`src/rtl/multi_channel_debouncer.sv`:
```
// Multi-channel input debouncer: two-FF synchroniser per channel, shared sample
// prescaler, and a per-channel stability counter that accepts a level change.
module multi_channel_debouncer #(
    parameter int CHANNELS       = 4,
    parameter int SAMPLE_DIV     = 10,
    parameter int STABLE_SAMPLES = 4,
    parameter int INIT_LEVEL     = 0,
    parameter int DIV_W          = 28,
    parameter int CNT_W          = 8
) (
    input  logic                clk_in,
    input  logic                rst_n,
    input  logic [CHANNELS-1:0] signal_in,
    output logic [CHANNELS-1:0] level_out,
    output logic [CHANNELS-1:0] rise_out,
    output logic [CHANNELS-1:0] fall_out,
    output logic                any_change,
    output logic                sample_tick
);

    localparam logic [DIV_W-1:0]    DIV_LAST = DIV_W'(SAMPLE_DIV - 1);
    localparam logic [CNT_W-1:0]    CNT_LAST = CNT_W'(STABLE_SAMPLES - 1);
    localparam logic [CHANNELS-1:0] INIT_VEC = {CHANNELS{INIT_LEVEL != 0}};

    logic [DIV_W-1:0]    div_q, div_d;
    logic                tick_q, tick_d;
    logic [CHANNELS-1:0] sync1_q, sync2_q;
    logic [CHANNELS-1:0] level_q, level_d;
    logic [CHANNELS-1:0] rise_q, rise_d;
    logic [CHANNELS-1:0] fall_q, fall_d;
    logic                any_q, any_d;
    logic [CNT_W-1:0]    cnt_q [CHANNELS];
    logic [CNT_W-1:0]    cnt_d [CHANNELS];

    always_comb begin
        div_d  = (div_q == DIV_LAST) ? '0 : div_q + DIV_W'(1);
        tick_d = (div_q == DIV_LAST);
    end

    // Channels only advance on the cycle the registered tick is high.
    always_comb begin
        level_d = level_q;
        rise_d  = '0;
        fall_d  = '0;
        for (int i = 0; i < CHANNELS; i++) begin
            cnt_d[i] = cnt_q[i];
            if (tick_q) begin
                if (sync2_q[i] == level_q[i]) begin
                    cnt_d[i] = '0;
                end else if (cnt_q[i] == CNT_LAST) begin
                    cnt_d[i]   = '0;
                    level_d[i] = sync2_q[i];
                    rise_d[i]  = sync2_q[i];
                    fall_d[i]  = ~sync2_q[i];
                end else begin
                    cnt_d[i] = cnt_q[i] + CNT_W'(1);
                end
            end
        end
        any_d = |(rise_d | fall_d);
    end

    always_ff @(posedge clk_in) begin
        if (!rst_n) begin
            div_q   <= '0;
            tick_q  <= 1'b0;
            sync1_q <= INIT_VEC;
            sync2_q <= INIT_VEC;
            level_q <= INIT_VEC;
            rise_q  <= '0;
            fall_q  <= '0;
            any_q   <= 1'b0;
            for (int i = 0; i < CHANNELS; i++) begin
                cnt_q[i] <= '0;
            end
        end else begin
            div_q   <= div_d;
            tick_q  <= tick_d;
            sync1_q <= signal_in;
            sync2_q <= sync1_q;
            level_q <= level_d;
            rise_q  <= rise_d;
            fall_q  <= fall_d;
            any_q   <= any_d;
            for (int i = 0; i < CHANNELS; i++) begin
                cnt_q[i] <= cnt_d[i];
            end
        end
    end

    assign level_out   = level_q;
    assign rise_out    = rise_q;
    assign fall_out    = fall_q;
    assign any_change  = any_q;
    assign sample_tick = tick_q;

endmodule

```
`config.mk`:
```
export PLATFORM = sky130hd
export DESIGN_NAME = multi_channel_debouncer
export DESIGN_NICKNAME = d
export VERILOG_FILES = /design/src/rtl/multi_channel_debouncer.sv
export SDC_FILE = /design/constraint.sdc
export NUM_CORES = 1
export LEC_CHECK = 0
export BUFFER_PORTS_ARGS = -buffer_cell sky130_fd_sc_hd__buf_4
export CAP_MARGIN = 20
export CORE_MARGIN = 8
export CORE_UTILIZATION = 45
export DETAILED_ROUTE_END_ITERATION = 10
export GPL_TIMING_DRIVEN = 1
export PLACE_DENSITY_LB_ADDON = 0.05
export SKIP_LAST_GASP = 1
export SYNTH_ARGS = -nofsm -noshare
export SYNTH_HDL_FRONTEND = slang
export SYNTH_SLANG_ARGS = --single-unit
export TNS_END_PERCENT = 100
```
`constraint.sdc`:
```
create_clock -name clk_in -period 2.1 [get_ports clk_in]
set_clock_uncertainty 0.1 [all_clocks]
set_input_delay 0.105 -clock clk_in [delete_from_list [all_inputs] [get_ports clk_in]]
set_output_delay 0.105 -clock clk_in [all_outputs]
set_load 0.01 [all_outputs]
```
==> reports/summary.txt, run 1 <==
OUTCOME
----------------------------------------------------------------------------------------
Run status                                                                  complete, no violations

PLACE
----------------------------------------------------------------------------------------
Total placed instance area                                                  0.00426 sq mm
Placed Instances                                                                     556
PortBufs                                                                              19
Final Wtd Congestion                                                               0.801
Detailed placer's ending HPWL                                                    5.45 mm

WORST SETUP PATH
----------------------------------------------------------------------------------------
Worst R2R Setup Slack                                                              70 ps
Max stage delay cell, worst path                                            sky130_fd_sc_hd__or4b_4
Cell type group with the largest total delay on the critical path           simple AND/OR/NAND/NOR gates
Endpoint type of the worst setup path                                          flip-flop
Required time of the critical path                                               2230 ps
Maximum fanout along the worst path                                                    6
Critical path data arrival time                                                  2160 ps
Worst setup path end                                                        cnt_q[2][7]$_SDFFE_PN0P_
Startpoint of the lowest-slack register-to-register path                    cnt_q[2][0]$_SDFFE_PN0P_
Depth of the critical timing path with buffers and inverters included                  6
Number of cell instances on the worst register-to-register path                        6
Buf+Inv Stages, Crit Path                                                              1
Max stage delay on crit path                                                      480 ps
Element type at the critical path start                                        flip-flop
Worst Path Class, Setup                                                     flip-flop to flip-flop
Worst setup path start                                                      cnt_q[2][0]$_SDFFE_PN0P_
Critical path cell sequence                                                 ha_4, or4b_4, nor4_4, buf_4, nor4_1, o31a_1
Worst flop-to-flop path endpoint                                            cnt_q[2][7]$_SDFFE_PN0P_

MIN PATH
----------------------------------------------------------------------------------------
Worst hold path cell count                                                             3
Type of the tightest min-delay check                                        input pin to flip-flop

ROUTING
----------------------------------------------------------------------------------------
Via density per instance                                                            5.66
Post-route ant nets                                                                    0
Routed via count                                                                    3306
Number of remaining DRC errors                                                         0
Number of violations reported at the end of detailed-routing iteration 0             138
Number of search-and-repair iterations in the first detailed-routing pass              4
Detailed-route wire length per cell                                         14.4 microns
Routed Wire Length                                                               8.38 mm

CLOCK NETWORK
----------------------------------------------------------------------------------------
Clk pin slew, worst setup/hold paths                                               80 ps
Buffer depth of the longest clock path                                                 2
Num Clock Sinks                                                                       82
Clock Latency Late Sink                                                           340 ps
TritonCTS clock tree                                                               built
Buffer type at the clock tree root                                          sky130_fd_sc_hd__clkbuf_8
Number of buffers created by CTS                                                       9
Number of H-tree levels                                                                3

SYNTH
----------------------------------------------------------------------------------------
Area contributors post-synth                                                sky130_fd_sc_hd__dfxtp_1 (42%), sky130_fd_sc_hd__nor3b_1 (3.9%), sky130_fd_sc_hd__xnor2_1 (3.2%), sky130_fd_sc_hd__a21oi_1 (3.1%), sky130_fd_sc_hd__o211a_1 (3.1%)
Synthesis warning total                                                                0
Flip-flop cell with the highest count after synthesis                       sky130_fd_sc_hd__dfxtp_1
Mean area per synthesized cell                                                9.10 sq um
Synthesized netlist cell count                                                       425
Number of distinct library cells after synthesis                                      50
Library cell with the largest summed area after synthesis                   sky130_fd_sc_hd__dfxtp_1
Sequential cell area fraction in the yosys report                                  42.4%
Seq cells post-synth                                                                  82
Number of enable flip-flop cells after synthesis                                       0
Share of the synthesized area in the top cell type                                 42.4%
Async S/R FF share, synth                                                             0%
Post-Syn Area                                                               0.00387 sq mm
Net count of the mapped netlist                                                      437

POWER
----------------------------------------------------------------------------------------
Reg power frac                                                                     54.7%
Total power consumption of the routed design                                     2.88 mW
Pint                                                                             2.29 mW
Worst VDD drop                                                                  0.322 mV
Leakage component of the power                                                   1.72 nW
Fraction of power consumed by combinational cells                                   2.9%
Switching pwr                                                                   0.588 mW
Sw frac                                                                            20.5%
P per Cell Area                                                              620 mW/mm^2
Clock network fraction of total power                                              42.3%

GLOBAL ROUTING
----------------------------------------------------------------------------------------
Wire length of the first global-routing pass                                     13.8 mm
Congestion Overflow GR                                                                 0
Pin count of the biggest net entering global routing                                  33
Initial antenna violation count                                                        0
Tot GR Track Use                                                                   14.1%
Via count of the first global-routing pass                                          2950

LAYOUT
----------------------------------------------------------------------------------------
Layout Utilization                                                                 54.5%
Count of inserted antenna diode cells                                                  0
Filler cell count                                                                    792
Commonest non-fill, non-tap cell in the layout                              sky130_fd_sc_hd__dfxtp_1
Non-Filler Instances                                                                 584
Layout Area Growth over Synthesis                                                  19.8%
Most frequent cells in the layout                                           sky130_fd_sc_hd__dfxtp_1 (76), sky130_fd_sc_hd__buf_4 (49), sky130_fd_sc_hd__nor2_1 (29), sky130_fd_sc_hd__a21oi_1 (23), sky130_fd_sc_hd__nand2_1 (22)
Post-layout nets                                                                     483
Post-route standard cell area excluding fillers                             0.00463 sq mm
Fraction of layout cells with a size suffix above 1                                19.5%

STA
----------------------------------------------------------------------------------------
Transition at the pin with the smallest max-transition slack                      609 ps
Fin. max-slew vios                                                                     0
Post-route setup TNS                                                                0 ps
Min Tclk post-route                                                              2030 ps
Maximum operating frequency                                                      492 MHz
Final Hold Fails                                                                       0
Share of the clock period used by the worst path after layout                      96.7%
Number of failing setup endpoints in the final timing report                           0
Relative max-transition margin                                                     59.2%

FLOORPLANNING
----------------------------------------------------------------------------------------
Starting utilization of the core area                                              45.5%
Vert. Die Dim                                                                109 microns
Total Die Area                                                              0.0118 sq mm
Core Footprint                                                              0.00851 sq mm
Num rows                                                                              34
Width of the chip                                                            109 microns
IO Count                                                                              20

JOB
----------------------------------------------------------------------------------------
Number of maximum-capacitance constraint violations                                    0

## through the flow
stage	hold WS, ps	setup slack (ps)
3_3_place_gp	212	125
6_report	202	68.3
2_1_floorplan	132	96.4
3_5_place_dp	217	68.2
5_1_grt	205	-10.8
4_1_cts	200	61.3
## registers in the layout, indices dropped and copies added (netlist names)
signal / flops
any_change: 1
cnt_q: 32
div_q: 28
fall_out: 4
level_out: 4
rise_out: 4
sample_tick: 1
sync1_q: 4
sync2_q: 4
## worst min path at each step
stage	slack (ps)	end	from
2_1_floorplan	130	sync1_q[0]$_SDFF_PN0_	signal_in[0]
3_3_place_gp	210	sync1_q[0]$_SDFF_PN0_	signal_in[0]
3_5_place_dp	220	sync1_q[0]$_SDFF_PN0_	signal_in[0]
4_1_cts	200	cnt_q[0][7]$_SDFFE_PN0P_	rst_n
5_1_grt	200	cnt_q[2][1]$_SDFFE_PN0P_	rst_n
6_report	200	cnt_q[2][1]$_SDFFE_PN0P_	rst_n
## synthesized netlist by cell type (10+ instances only)
| library cell | number |
|---|---|
| sky130_fd_sc_hd__clkbuf_1 | 16 |
| sky130_fd_sc_hd__o311ai_0 | 12 |
| sky130_fd_sc_hd__nor3b_1 | 20 |
| sky130_fd_sc_hd__and2_1 | 11 |
| sky130_fd_sc_hd__a21oi_1 | 24 |
| sky130_fd_sc_hd__nand2_1 | 22 |
| sky130_fd_sc_hd__o211a_1 | 12 |
| sky130_fd_sc_hd__or4_1 | 10 |
| sky130_fd_sc_hd__nor4_1 | 10 |
| sky130_fd_sc_hd__or3_1 | 12 |
| sky130_fd_sc_hd__nand3_1 | 19 |
| sky130_fd_sc_hd__nor2_1 | 29 |
| sky130_fd_sc_hd__dfxtp_1 | 82 |
| sky130_fd_sc_hd__o21ai_0 | 12 |
| sky130_fd_sc_hd__and3_1 | 10 |
| sky130_fd_sc_hd__xnor2_1 | 14 |
## cell families (layout without fill, tap and decap cells)
kind of cell	count (synthesis)	after routing	share of synthesized area, %
DFF	82	82	42.4
AOI/OAI and AO/OA	82	82	15.2
buffers and inverters	31	82	3.27
adders and majority gates	6	6	1.94
xor gates and xnor gates	18	18	4.08
muxes	4	4	1.04
and+or+nand+nor	202	202	32.1
## power groups by stage
stage          clock network, mW  registers, mW  logic (mW)
2_1_floorplan                  0           1.61      0.0438
3_3_place_gp                   0           1.61      0.0738
3_5_place_dp                   0           1.61      0.0734
4_1_cts                     1.27           1.58      0.0798
5_1_grt                     1.32           1.58      0.0956
6_report                    1.22           1.57      0.0848
## area by class of cell
cell class	instances	area, sq um	share of cell area [%]
Clock inverter	1	30.0	0.648
Clock buffer	15	186	4.02
Timing Repair Buffer	57	443	9.56
Sequential cell	82	1650	35.6
Tap cell	108	135	2.92
Inverter	9	33.8	0.729
Multi-Input combinational cell	312	2150	46.5
## worst register-to-register path: stages, from the launching register on
cell and delay [ps]:
sky130_fd_sc_hd__dfxtp_2 360, sky130_fd_sc_hd__ha_4 140, sky130_fd_sc_hd__or4b_4 480, sky130_fd_sc_hd__nor4_4 290
sky130_fd_sc_hd__buf_4 200, sky130_fd_sc_hd__nor4_1 50, sky130_fd_sc_hd__o31a_1 300
## per-layer routing
metal	GRT usage (%)	vias up	wire, microns
met1	17.0	1574	4020
met2	24.1	34	4060
met5	0	-	0
met4	4.01	0	72
met3	3.84	4	238
li1	-	1694	-
## repair_timing
item,4_1_cts,5_1_grt
resized for setup,0,19
setup endpoints to repair,0,14
hold endpoints to repair,4,0
buffers inserted,0,6
hold buffers,4,0
No activity file was read; power rests on OpenSTA's default activity.
==> run 2, diff against run 1 <==
Settings changed: PLACE_DENSITY_LB_ADDON 0.05 to default.
==> run 2 against run 1 <==
  * Sequential cell count unchanged
  * Via count about the same
  * Register-to-register slack about the same
  * Sequential share of layout area down 0.33 points
  * Combinational power down 9.7%
  * Global-route usage up 0.59 points
  * Worst setup slack worse by 9.1 ps
  * Clock-buffer cell count down 3
  * Largest cell class unchanged
==> reports/summary.txt, run 2 (synthesis gave the netlist of run 1 again) <==
LAYOUT
----------------------------------------------------------------------------------------
Post-layout nets                                                                     480   -0.62%
Register bank with the most flops                                                  cnt_q
Layout Area Growth over Synthesis                                                  20.8%
Post-route standard cell area excluding fillers                             0.00467 sq mm   +0.78%
Count of inserted antenna diode cells                                                  0   unchanged
Largest register FFs                                                                  32   unchanged
Largest regs                                                                cnt_q: 32 flops, div_q: 28 flops
Layout Utilization                                                                 54.9%   +0.43 points
Commonest non-fill, non-tap cell in the layout                              sky130_fd_sc_hd__dfxtp_1
Most frequent cells in the layout                                           sky130_fd_sc_hd__dfxtp_1 (76), sky130_fd_sc_hd__buf_4 (48), sky130_fd_sc_hd__nor2_1 (29), sky130_fd_sc_hd__a21oi_1 (24), sky130_fd_sc_hd__nand2_1 (22)
Fraction of layout cells with a size suffix above 1                                18.8%   -0.72 points

CLOCK NETWORK
----------------------------------------------------------------------------------------
Number of buffers created by CTS                                                       9   unchanged
Number of H-tree levels                                                                3   unchanged
Clock Latency Late Sink                                                           350 ps   about the same
TritonCTS clock tree                                                               built
Buffer depth of the longest clock path                                                 2   unchanged
Clk pin slew, worst setup/hold paths                                               80 ps   about the same
Buffer type at the clock tree root                                          sky130_fd_sc_hd__clkbuf_8
Num Clock Sinks                                                                       82   unchanged

WORST SETUP PATH
----------------------------------------------------------------------------------------
Critical path data arrival time                                                  2180 ps   +20 ps
Maximum fanout along the worst path                                                    6   unchanged
Startpoint of the lowest-slack register-to-register path                    cnt_q[0][0]$_SDFFE_PN0P_
Worst flop-to-flop path endpoint                                            cnt_q[0][6]$_SDFFE_PN0P_
Critical path cell sequence                                                 ha_4, or4b_4, nor4_4, clkdlybuf4s15_2, nor3b_1, o211a_1
Number of cell instances on the worst register-to-register path                        6   unchanged
Worst Path Class, Setup                                                     flip-flop to flip-flop
Worst setup path end                                                        cnt_q[0][6]$_SDFFE_PN0P_
Worst R2R Setup Slack                                                              60 ps   about the same
Required time of the critical path                                               2240 ps   about the same
Endpoint type of the worst setup path                                          flip-flop
Max stage delay cell, worst path                                            sky130_fd_sc_hd__or4b_4
Worst setup path start                                                      cnt_q[0][0]$_SDFFE_PN0P_
Max stage delay on crit path                                                      470 ps   about the same
Element type at the critical path start                                        flip-flop

STA
----------------------------------------------------------------------------------------
Final Hold Fails                                                                       0   unchanged
Unrepaired setup endpoints after global routing                                     true
Min Tclk post-route                                                              2040 ps   +9.11 ps
Post-route worst setup slack                                                     59.2 ps   -9.11 ps
Transition at the pin with the smallest max-transition slack                      580 ps   -29.0 ps
Maximum operating frequency                                                      490 MHz   -0.45%
Share of the clock period used by the worst path after layout                      97.2%   +0.43 points
Post-route setup TNS                                                                0 ps   unchanged
Relative max-transition margin                                                     61.1%   +1.9 points
Number of failing setup endpoints in the final timing report                           0   unchanged
Fin. max-slew vios                                                                     0   unchanged

ROUTING
----------------------------------------------------------------------------------------
Detailed-route wire length per cell                                         14.7 microns   +2.6%
Number of search-and-repair iterations in the first detailed-routing pass              4   unchanged
Routed via count                                                                    3304   -0.060%
Number of violations reported at the end of detailed-routing iteration 0             114   -17%
Routed Wire Length                                                               8.56 mm   +2.1%
Number of remaining DRC errors                                                         0   unchanged
Via density per instance                                                            5.69   +0.46%
Post-route ant nets                                                                    0   unchanged

PLACE
----------------------------------------------------------------------------------------
Total placed instance area                                                  0.00427 sq mm   +0.15%
Detailed placer's ending HPWL                                                    5.70 mm   +4.7%
DP Worst Slack                                                                   31.9 ps   -36.4 ps
Final Wtd Congestion                                                               0.811   +1.3%
PortBufs                                                                              19   unchanged

FLOORPLANNING
----------------------------------------------------------------------------------------
Core Footprint                                                              0.00851 sq mm   unchanged
IO Count                                                                              20   unchanged
Vert. Die Dim                                                                109 microns   unchanged
Width of the chip                                                            109 microns   unchanged
Num rows                                                                              34   unchanged
Total Die Area                                                              0.0118 sq mm   unchanged
Starting utilization of the core area                                              45.5%   unchanged

POWER
----------------------------------------------------------------------------------------
Leakage component of the power                                                   1.73 nW   +0.31%
Total power consumption of the routed design                                     3.23 mW   +12%
P per Cell Area                                                              692 mW/mm^2   +12%
Worst VDD drop                                                                  0.303 mV   -6.0%

OUTCOME
----------------------------------------------------------------------------------------
Run status                                                                  complete, no violations

GLOBAL ROUTING
----------------------------------------------------------------------------------------
Initial antenna violation count                                                        0   unchanged
Pin count of the biggest net entering global routing                                  20   -39%
Tot GR Track Use                                                                   14.7%   +0.59 points
Wire length of the first global-routing pass                                     14.2 mm   +3.2%
Via count of the first global-routing pass                                          3051   +3.4%
Congestion Overflow GR                                                                 0   unchanged

MIN PATH
----------------------------------------------------------------------------------------
Type of the tightest min-delay check                                        flip-flop to flip-flop

JOB
----------------------------------------------------------------------------------------
Number of maximum-capacitance constraint violations                                    0   unchanged

## run 2: worst min-delay path by stage
stage | startpoint | slack [ps] | endpoint | depth (start not counted)
after floorplan | signal_in[0] | 130 | sync1_q[0]$_SDFF_PN0_ | 1
after global placement | signal_in[0] | 210 | sync1_q[0]$_SDFF_PN0_ | 2
after detailed placement | signal_in[0] | 220 | sync1_q[0]$_SDFF_PN0_ | 2
after CTS | sync1_q[0]$_SDFF_PN0_ | 340 | sync2_q[0]$_SDFF_PN0_ | 1
after global routing | sync1_q[3]$_SDFF_PN0_ | 350 | sync2_q[3]$_SDFF_PN0_ | 1
final | sync1_q[0]$_SDFF_PN0_ | 340 | sync2_q[0]$_SDFF_PN0_ | 1
## run 2: routing by layer
metal  track usage [%]  vias up  routed length, microns
met1              19.1     1579                    4230
li1                  -     1675                       -
met5                 0        -                       0
met3              2.78        9                     270
met4              6.65        0                     109
met2              23.1       41                    3950
## run 2: per-stage QoR
stage	cells	hold WS, ps
floorplan	425	132
global placement	559	212
detailed placement	559	216
CTS	580	340
global route	581	354
finish	581	337
## run 2: area by class of cell
| cell class | instances | area, sq um |
|---|---|---|
| inverters | 9 | 33.8 |
| well taps | 108 | 135 |
| multi-input cells | 312 | 2150 |
| repair buffers | 54 | 422 |
| clock buffers | 12 | 165 |
| fillers | 784 | 3840 |
| clock inverters | 4 | 120 |
| flip-flops and latches | 82 | 1650 |
## run 2: what timing repair did
| action | CTS | global route |
|---|---|---|
| setup endpoints to repair | 0 | 20 |
| hold buffers | 5 | 0 |
| hold endpoints to repair | 12 | 0 |
| resized for setup | 0 | 15 |
| buffers inserted | 0 | 0 |
## run 2: critical path, delay by kind of cell (launching register included)
family | cells | cell delay (ps)
flops | 1 | 370
compound gates | 1 | 200
buf+inv | 1 | 310
fa+ha+maj | 1 | 150
simple gates | 3 | 810
## run 2: report_power, final
part	switching, mW	internal [mW]	total (mW)
Combinational	0.0420	0.0345	0.0766
Clock	0.573	1.01	1.58
Sequential	0.00973	1.57	1.58
